### config.mk
export PLATFORM = sky130hd
export DESIGN_NAME = router_output_ctrl
export DESIGN_NICKNAME = d
export VERILOG_FILES = /design/src/rtl/router_pkg.sv /design/src/rtl/router_rr_arb.sv /design/src/rtl/router_output_ctrl.sv
export SDC_FILE = /design/constraint.sdc
export NUM_CORES = 1
export LEC_CHECK = 0
export CORE_MARGIN = 2
export CORE_UTILIZATION = 30
export DETAILED_ROUTE_END_ITERATION = 6
export MAX_ROUTING_LAYER = met4
export PLACE_DENSITY = 0.62
export SETUP_SLACK_MARGIN = 0.02
export SYNTH_ARGS = -nofsm -noshare
export SYNTH_HDL_FRONTEND = slang
export SYNTH_SLANG_ARGS = --single-unit
### constraint.sdc
create_clock -name clk -period 10.4 [get_ports clk]
set_clock_uncertainty 0.05 [all_clocks]
set_input_delay 2.08 -clock clk [delete_from_list [all_inputs] [get_ports clk]]
set_output_delay 2.08 -clock clk [all_outputs]
set_load 0.03 [all_outputs]
### src/rtl/router_pkg.sv
// Shared ring-router definitions: packet width, header field positions, packet type.
// ROUTER_OUT_HOPSHIFT_EN selects the hop-field shift helper in router_output_ctrl.
package router_pkg;

  localparam int unsigned PKT_W   = 64;
  localparam int unsigned VC_BIT  = 63;
  localparam int unsigned DIR_BIT = 62;
  localparam int unsigned HOP_MSB = 55;
  localparam int unsigned HOP_LSB = 48;

  typedef logic [PKT_W-1:0] pkt_t;

  // Logical right shift of the hop field only; every other bit passes through.
  function automatic pkt_t hop_shift(pkt_t p);
    pkt_t r;
    r = p;
    r[HOP_MSB:HOP_LSB] = {1'b0, p[HOP_MSB:HOP_LSB+1]};
    return r;
  endfunction

endpackage

### src/rtl/router_rr_arb.sv
// Combinational round-robin arbiter: grants the first request at or after ptr, wrapping.
module router_rr_arb #(
  parameter int unsigned NUM_REQ = 3,
  localparam int unsigned PTR_W  = (NUM_REQ > 1) ? $clog2(NUM_REQ) : 1
) (
  input  logic [NUM_REQ-1:0] req,
  input  logic [PTR_W-1:0]   ptr,
  input  logic               en,
  output logic [NUM_REQ-1:0] gnt,
  output logic [PTR_W-1:0]   gnt_idx
);

  logic             found;
  logic [PTR_W-1:0] idx;

  always_comb begin
    gnt     = '0;
    gnt_idx = '0;
    found   = 1'b0;
    idx     = '0;
    for (int unsigned off = 0; off < NUM_REQ; off++) begin
      idx = PTR_W'((32'(ptr) + off) % NUM_REQ);
      if (en && !found && req[idx]) begin
        gnt[idx] = 1'b1;
        gnt_idx  = idx;
        found    = 1'b1;
      end
    end
  end

endmodule

### src/rtl/router_output_ctrl.sv
// Ring-router output port: arbitrates requesters into even/odd VC buffers, drains over so/ro.
// Optional ROUTER_OUT_HOPSHIFT_EN halves the hop field as each packet is written.
module router_output_ctrl
  import router_pkg::*;
#(
  parameter int unsigned NUM_REQ = 3,
  parameter int unsigned PKT_W   = router_pkg::PKT_W,
  localparam int unsigned PTR_W  = (NUM_REQ > 1) ? $clog2(NUM_REQ) : 1
) (
  input  logic                     clk,
  input  logic                     reset,
  input  logic                     polarity,
  input  logic [NUM_REQ-1:0]       req,
  input  logic [NUM_REQ*PKT_W-1:0] din,
  output logic [NUM_REQ-1:0]       gnt,
  output logic                     so,
  input  logic                     ro,
  output logic [PKT_W-1:0]         dout
);

  logic [PKT_W-1:0] even_buf, odd_buf;
  logic             even_full, odd_full;
  logic [PTR_W-1:0] ptr_even, ptr_odd;

  logic             wr_full;
  logic             send_full;
  logic [PTR_W-1:0] arb_ptr;
  logic [PTR_W-1:0] gnt_idx;
  logic [PTR_W-1:0] ptr_next;
  logic             grant_any;
  logic [PKT_W-1:0] sel_din;
  logic [PKT_W-1:0] wr_pkt;

  // polarity=0: internal side fills even, link drains odd; polarity=1 swaps roles.
  assign wr_full   = polarity ? odd_full : even_full;
  assign send_full = polarity ? even_full : odd_full;
  assign arb_ptr   = polarity ? ptr_odd : ptr_even;

  router_rr_arb #(
    .NUM_REQ (NUM_REQ)
  ) u_arb (
    .req     (req),
    .ptr     (arb_ptr),
    .en      (!wr_full),
    .gnt     (gnt),
    .gnt_idx (gnt_idx)
  );

  assign grant_any = |gnt;
  assign ptr_next  = (gnt_idx == PTR_W'(NUM_REQ - 1)) ? '0 : gnt_idx + PTR_W'(1);

  always_comb begin
    sel_din = '0;
    for (int i = 0; i < NUM_REQ; i++) begin
      if (gnt[i]) sel_din = din[i*PKT_W +: PKT_W];
    end
  end

`ifdef ROUTER_OUT_HOPSHIFT_EN
  assign wr_pkt = PKT_W'(hop_shift(pkt_t'(sel_din)));
`else
  assign wr_pkt = sel_din;
`endif

  assign so   = send_full & ro;
  assign dout = polarity ? even_buf : odd_buf;

  // Write and send always hit opposite buffers, so both updates may share a cycle.
  always_ff @(posedge clk) begin
    if (reset) begin
      even_buf  <= '0;
      odd_buf   <= '0;
      even_full <= 1'b0;
      odd_full  <= 1'b0;
      ptr_even  <= '0;
      ptr_odd   <= '0;
    end else begin
      if (grant_any) begin
        if (polarity) begin
          odd_buf  <= wr_pkt;
          odd_full <= 1'b1;
          ptr_odd  <= ptr_next;
        end else begin
          even_buf  <= wr_pkt;
          even_full <= 1'b1;
          ptr_even  <= ptr_next;
        end
      end
      if (so) begin
        if (polarity) even_full <= 1'b0;
        else          odd_full  <= 1'b0;
      end
    end
  end

endmodule

# Word-level counts from Yosys, hierarchy flattened
# Cells that the tools add are included.
dict set report word_totals {
  regBits 134
  in_bits 199
  elab_cells 73
}
dict set report op_classes {
  n_addsub 3
  div_mod_pow 3
  n_lt_le_gt_ge 6
  n_eq_ne 1
  mux 36
  bitwise 4
  n_reduce_logical 14
}
# op count
set ops {}
lappend ops {{$mux W64} 4}
lappend ops {{$mod A32 B2 Y32 const B} 2}
lappend ops {{$mod A2 B2 Y32 const B} 1}
lappend ops {{$mux W1} 18}
lappend ops {{$mux W2} 5}
lappend ops {{$lt A2 B3 Y1 const B} 3}
lappend ops {{$mux W3} 3}
lappend ops {{$logic_and A1 B1 Y1} 8}
lappend ops {{$bmux W1 S2} 3}
lappend ops {{$demux W1 S2} 3}
lappend ops {{$ge A2 B1 Y1 const B} 3}
lappend ops {{$or A3 B3 Y3} 2}
lappend ops {{$reduce_and A2 Y1} 2}
lappend ops {{$add A2 B1 Y3 const B} 1}
lappend ops {{$add A2 B2 Y3 const B} 1}
lappend ops {{$logic_not A1 Y1} 3}
lappend ops {{$reduce_or A3 Y1} 1}
lappend ops {{$add A2 B1 Y2 const B} 1}
lappend ops {{$eq A2 B2 Y1 const B} 1}
lappend ops {{$and A1 B1 Y1} 1}
lappend ops {{$not A1 Y1} 1}

# Logic depth before layout (Yosys ltp)
# Gate-level depths: netlist of the first run.
dict set report logic_depth {
  depth_word 18
  mapped_depth 16
  depth_no_buf 11
}

# Modules after synthesis
# A second synthesis of the first run with hierarchy kept.
dict set report hier_totals {
  cells_unflattened 591
  hier_area_um2 6558.8
}
# module n_inst cells_each area_each_um2
set modules_own_cells {}
lappend modules_own_cells {router_output_ctrl 1 551 6266.0}
lappend modules_own_cells {router_rr_arb 1 40 292.8}

# Worst setup path before layout of the first run
# No wires, ideal clock.
dict set report synth_path {
  kind {input port to output port}
  from {input polarity}
  to {output gnt[1]}
  t_arrival_ns 4.795
  setup_slack_ns 3.475
  cell_stages 11
  path_buffers 4
  cell_sequence {buf_1 > clkbuf_1 > mux2i_1 > inv_1 > ha_1 > mux2_4 > o31ai_1 > nand2_1 > a31oi_1 > buf_2 > buf_2}
}
dict set report synth_between {
  elab_chain_len 14
}
# item line_no
set synth_lines {}
lappend synth_lines {{start: declaration} router_output_ctrl.sv:12} ;# input logic polarity,
lappend synth_lines {{parallel branches: the longest is 13 deep, another holds $mod A32 B2 Y32} n/a}
lappend synth_lines {{$mux W3 (*)} router_rr_arb.sv:23} ;# if (en && !found && req[idx]) begin
lappend synth_lines {{end: declaration} router_output_ctrl.sv:15} ;# output logic [NUM_REQ-1:0] gnt,
# Mark *: on every way between the ends. The select of a mux whose other input is x is not followed.

# Worst setup path after layout of the first run
dict set report layout_path {
  from {input polarity}
  to {output gnt[2]}
}
# The elaborated chain is that of the path after synthesis.

==> results.ini, run 1 <==
[outcome]
status = complete, no violations

[detailed_routing]
routed_via_density = 5.281
firstDrtPassIters = 5
wl_per_cell_um = 18.69
drc = 0
totalWireLength_mm = 20.86
antenna_left = 0
first_iter_violations = 286
vias = 5894

[worst_setup_path]
start_kind = primary input
crit_type = primary input to primary output
crit-reg2reg-capture = odd_buf[15]
timing.reg2reg.setup_slack_ns = 5.97
endpoint_kind = primary output
cp.arrival_ns = 5.34
reg2reg_from = ptr_odd[0]
crit_fanout = 32
rr_worst_depth = 11
required_ns = 8.27

[yosys]
syn-num-nets = 794
synth_top_family_by_area = compound AO/OA/AOI/OAI gates
yosysMostFrequentCell = dfxtp_1
synth_xor_area_frac = 0
syn_inst = 591
synth_area_leader_cell = dfxtp_1
synth-adder-area-share = 0.007607
synthTopCellsByCount = dfxtp_1, a22o_1, mux2_2
synth-simple-area-share = 0.08882
syn_avg_cell_area_um2 = 11.13
netlist.area_leader.share = 0.4078
yosysSeqAreaShare = 0.4078
synthFlopType = dfxtp_1
synth_compound_area_frac = 0.2952
synth_edf_count = 0
synthDistinctLibCells = 42
synthArstFlopShare = 0
ys_warn_count = 0
ys_top_cells_by_area = dfxtp_1, a22o_1, mux2_2
netlist_area_um2 = 6579
ys_ff_latch = 134
muxShareOfSynthArea = 0.1284

[die]
core-area_um2 = 21690
fp.dieH_um = 152.1
ios = 267
row_count = 54
initial_utilization = 0.3033
die_w_um = 152.1
die_area_um2 = 23130

[layout]
drive_gt1_frac = 0.1483
fin_util = 0.4549
fin_area_um2 = 9867
seqCellArea_um2 = 2683
layout-area-overhead-vs-synth_pct = 49.98
diodes = 0
multi_input_area_um2 = 3455
fill_cells = 2043
nNetsFinal = 1026

[hold_path]
hp-class = flop to flop
min_to = ptr_odd[1]
hold_path_depth = 2
hold_path_startpoint = ptr_odd[1]

[placed_design]
hpwlAfterDp_mm = 13.90
placed_area_um2 = 9256
port_buffers = 266
place_congestion = 0.7692

[clocking]
cts_buffer_depth = 2
postCtsHoldBufs = 0
root_buffer = clkbuf_16
post-cts-setup-buffers = 0
clkSlewWorstSetupHoldPaths_ns = 0.06
cts-resized-gates = 0
worstSkewPairLatency_ns = 0.41
cts_tree = done
htree_levels = 4
numCtsBuffers = 17
clock_sinks = 134

[global_routing]
grt_first_pass_wirelength_mm = 33.23
grt_pass1_vias = 6126
grt_max_degree = 69
gr-total-overflow = 0
grt_antenna_before_repair = 0
grt_usage = 0.1822

[sta]
drv_slew = 0
fmax_mhz = 133.9
finalHoldViolCount = 0
period_share = 0.7182
tns_ns = 0
tightest_slew_ns = 0.9394
relSlewSlack = 0.3724
period_needed_ns = 7.469
rsz0062_at_grt = no
setup_viol = 0

[power_and_ir_drop]
p_leak_nw = 4.039
powerDensity_nw_per_um2 = 314.8
ir_drop_mv = 0.1199
total_power_mw = 3.106

[job]
maxCapViolCount = 0

## layout by cell type (no fill, tap or decap), types with 2 or more instances in the layout
cell type / instances
clkdlybuf4s50_1: 265
dfxtp_1: 134
a22o_1: 128
mux2_2: 66
and3_1: 64
a221o_1: 64
clkbuf_16: 17
buf_4: 13
nand2_1: 8
mux2i_1: 6
inv_6: 5
inv_1: 4
nor2b_1: 4
a21oi_1: 4
ha_1: 4
o21ai_0: 3
nand2b_1: 3
nor2_1: 3
bufinv_16: 3
mux2_4: 2
nand3b_1: 2
o31ai_1: 2
o21ai_1: 2
and2_1: 2
nor3b_4: 2
a21oi_4: 2
clkinv_2: 2
clkinvlp_4: 2
## metrics by stage
step	worst slack [ns]	cells	hold slack, ns
after detailed placement	2.908	1084	0.4070
final	2.931	1116	0.4208
after global routing	2.766	1116	0.4367
after floorplan	3.475	591	0.3860
after global placement	2.993	1084	0.4052
after CTS	2.910	1116	0.4205
## final cells by class
type,count,area share
clock buffer,19,0.04489
clock inverter,13,0.01699
inverter,5,0.001902
multi-input combinational,387,0.3501
sequential,134,0.2719
tap,280,0.03551
timing repair buffer,278,0.2787
## metal layers
| layer | wire [um] | part of all wire | track usage |
|---|---|---|---|
| met3 | 1018 | 0.049 | 0.04621 |
| met5 | 0 | 0 | - |
| met1 | 9519 | 0.46 | 0.2211 |
| met2 | 9961 | 0.48 | 0.2984 |
| met4 | 361 | 0.017 | 0.05518 |
## logic make-up after synthesis
| kind of cell | after synthesis |
|---|---|
| AOI/OAI and AO/OA | 214 |
| DFF | 134 |
| and+or+nand+nor | 94 |
| muxes | 75 |
| buffers and inverters | 70 |
| adders and majority gates | 4 |
## how the worst max path moves through the flow
stage / endpoint / startpoint / depth (start not counted)
final: gnt[2] / polarity / 9
after global routing: gnt[2] / polarity / 10
after CTS: gnt[2] / polarity / 9
after detailed placement: gnt[2] / polarity / 9
after global placement: gnt[2] / polarity / 9
after floorplan: gnt[1] / polarity / 11
## registers in the layout, summed over array words and instances, names as in the netlist
| register | count |
|---|---|
| even_buf | 64 |
| ptr_even | 2 |
| odd_full | 1 |
| even_full | 1 |
| ptr_odd | 2 |
| odd_buf | 64 |
## report_power, final
group          internal [mW]  switching, mW  total [mW]
sequential             0.701         0.0874       0.788
clock                  0.387          0.234       0.621
combinational          0.747          0.950        1.70
## critical path, stage by stage
cell             delay, ns
buf_4                 0.37
mux2i_1               0.37
inv_1                 0.12
ha_1                  0.30
mux2_4                0.35
and2_1                0.16
a311o_2               0.36
inv_2                 0.41
clkdlybuf4s50_1       0.78
(Power assumes the default switching activity.)
==> run 2, diff against run 1 <==
--- a/config.mk
+++ b/config.mk
@@ -9,7 +9,7 @@
 export CORE_UTILIZATION = 30
 export DETAILED_ROUTE_END_ITERATION = 6
 export MAX_ROUTING_LAYER = met4
-export PLACE_DENSITY = 0.62
+export PLACE_DENSITY = 0.64
 export SETUP_SLACK_MARGIN = 0.02
 export SYNTH_ARGS = -nofsm -noshare
 export SYNTH_HDL_FRONTEND = slang
==> constraint.sdc (replaced) <==
create_clock -name clk -period 6.75 [get_ports clk]
set_clock_uncertainty 0.05 [all_clocks]
set_input_delay 1.35 -clock clk [delete_from_list [all_inputs] [get_ports clk]]
set_output_delay 1.35 -clock clk [all_outputs]
set_load 0.03 [all_outputs]
==> run 2 against run 1 <==
Compared with the run above:
- cell count unchanged
- cell area up 0.23%
- clock power up 56%
==> results.ini, run 2 (synthesis results as in run 1) <==
[layout]
fin_util = 0.4560
fill_cells = 2028
final_cells = 1116
final_cell_mix = clkdlybuf4s50_1, dfxtp_1, a22o_1
mostFrequentLayoutCell = clkdlybuf4s50_1
drive_gt1_frac = 0.1507
fin_area_um2 = 9889
reg.largest.list = even_buf x64, odd_buf x64
diodes = 0
nNetsFinal = 1026
layout-area-overhead-vs-synth_pct = 50.32

[worst_setup_path]
required_ns = 5.35
startpoint = polarity
endpoint_kind = primary output
start_kind = primary input
reg2reg_from = ptr_odd[0]
cp_cell_sequence = buf_4 > mux2i_1 > inv_1 > ha_1 > mux2_4 > o31ai_1 > nand2_1 > a31oi_4 > clkdlybuf4s50_1
crit_type = primary input to primary output
crit_fanout = 19
cp_top_family = buffers and inverters
slowest_delay_ns = 0.75
cp_slowest_cell = clkdlybuf4s50_1
cp.arrival_ns = 4.12
critPathBufInv = 3

[clocking]
cts_tree = done
clock_sinks = 134
numCtsBuffers = 17
htree_levels = 4
post-cts-setup-buffers = 0
postCtsHoldBufs = 0
clkSlewWorstSetupHoldPaths_ns = 0.06
root_buffer = clkbuf_16
worstSkewPairLatency_ns = 0.41
cts-resized-gates = 0
cts_buffer_depth = 2

[power_and_ir_drop]
ir_drop_mv = 0.3144
total_power_mw = 4.802
powerDensity_nw_per_um2 = 485.6
p_leak_nw = 4.051

[global_routing]
grt_antenna_before_repair = 0
gr-total-overflow = 0
grt_max_degree = 67
grt_usage = 0.1819
grt_first_pass_wirelength_mm = 33.18
grt_pass1_vias = 6122

[sta]
tns_ns = 0
fmax_mhz = 181.0
drv_slew = 0
setup_viol = 0
hold_slack_ns = 0.4156
layout_setup_ws_ns = 1.226
period_needed_ns = 5.524
rsz0062_at_grt = no
relSlewSlack = 0.3737
tightest_slew_ns = 0.9374
period_share = 0.8184
finalHoldViolCount = 0

[detailed_routing]
met2WireLength_mm = 10.11
routed.top_layer = met4
met1Wirelength_mm = 9.394
routed-wl-met3_um = 974
routed_via_density = 5.308
first_iter_violations = 270
vias = 5924
wl_per_cell_um = 18.60
totalWireLength_mm = 20.76
antenna_left = 0
drc = 0
firstDrtPassIters = 6

[placed_design]
port_buffers = 266
placed_area_um2 = 9266
hpwlAfterDp_mm = 13.70
place_congestion = 0.8155
dp_slack_ns = 1.223
dp.cells = 1084

[die]
ios = 267
fp.dieH_um = 152.1
core-area_um2 = 21690
die_area_um2 = 23130
die_w_um = 152.1
row_count = 54
initial_utilization = 0.3033

[hold_path]
hp-class = flop to flop
hold_path_startpoint = ptr_odd[1]

[outcome]
status = complete, no violations

[job]
maxCapViolCount = 0

-- run 2: area by class of cell --
class	instances	area (um^2)	area share
clock buffers	19	452.9	0.04580
clock inverters	13	170.2	0.01721
inverters	5	18.77	0.001898
multi-input cells	387	3455	0.3493
flip-flops and latches	134	2683	0.2713
well taps	280	350.3	0.03543
repair buffers	278	2760	0.2791
-- run 2: per-layer routing --
layer / vias up / GRT usage
met5: - / -
met4: 0 / 0.05162
met3: 15 / 0.04050
met2: 171 / 0.3024
met1: 2910 / 0.2219
li1: 2828 / -
-- run 2: tightest hold or removal path, delay by kind of cell (launching register included) --
family	cells	cell delay (ns)
and+or+nand+nor	1	0.05
DFF	1	0.31
AOI/OAI and AO/OA	1	0.05
-- run 2: where the power goes --
group	internal (mW)	switching [mW]	total, mW
clock	0.606	0.365	0.971
combinational	1.16	1.46	2.61
sequential	1.08	0.139	1.22
total	2.84	1.96	4.80
-- run 2: final timing paths --
kind                      end  slack, ns  cells past startpoint
hold reg to reg    ptr_odd[1]       0.42                      2
setup / recovery       gnt[1]       1.23                      9
hold / removal     ptr_odd[1]       0.42                      2
setup reg to reg  odd_buf[40]       2.76                     11
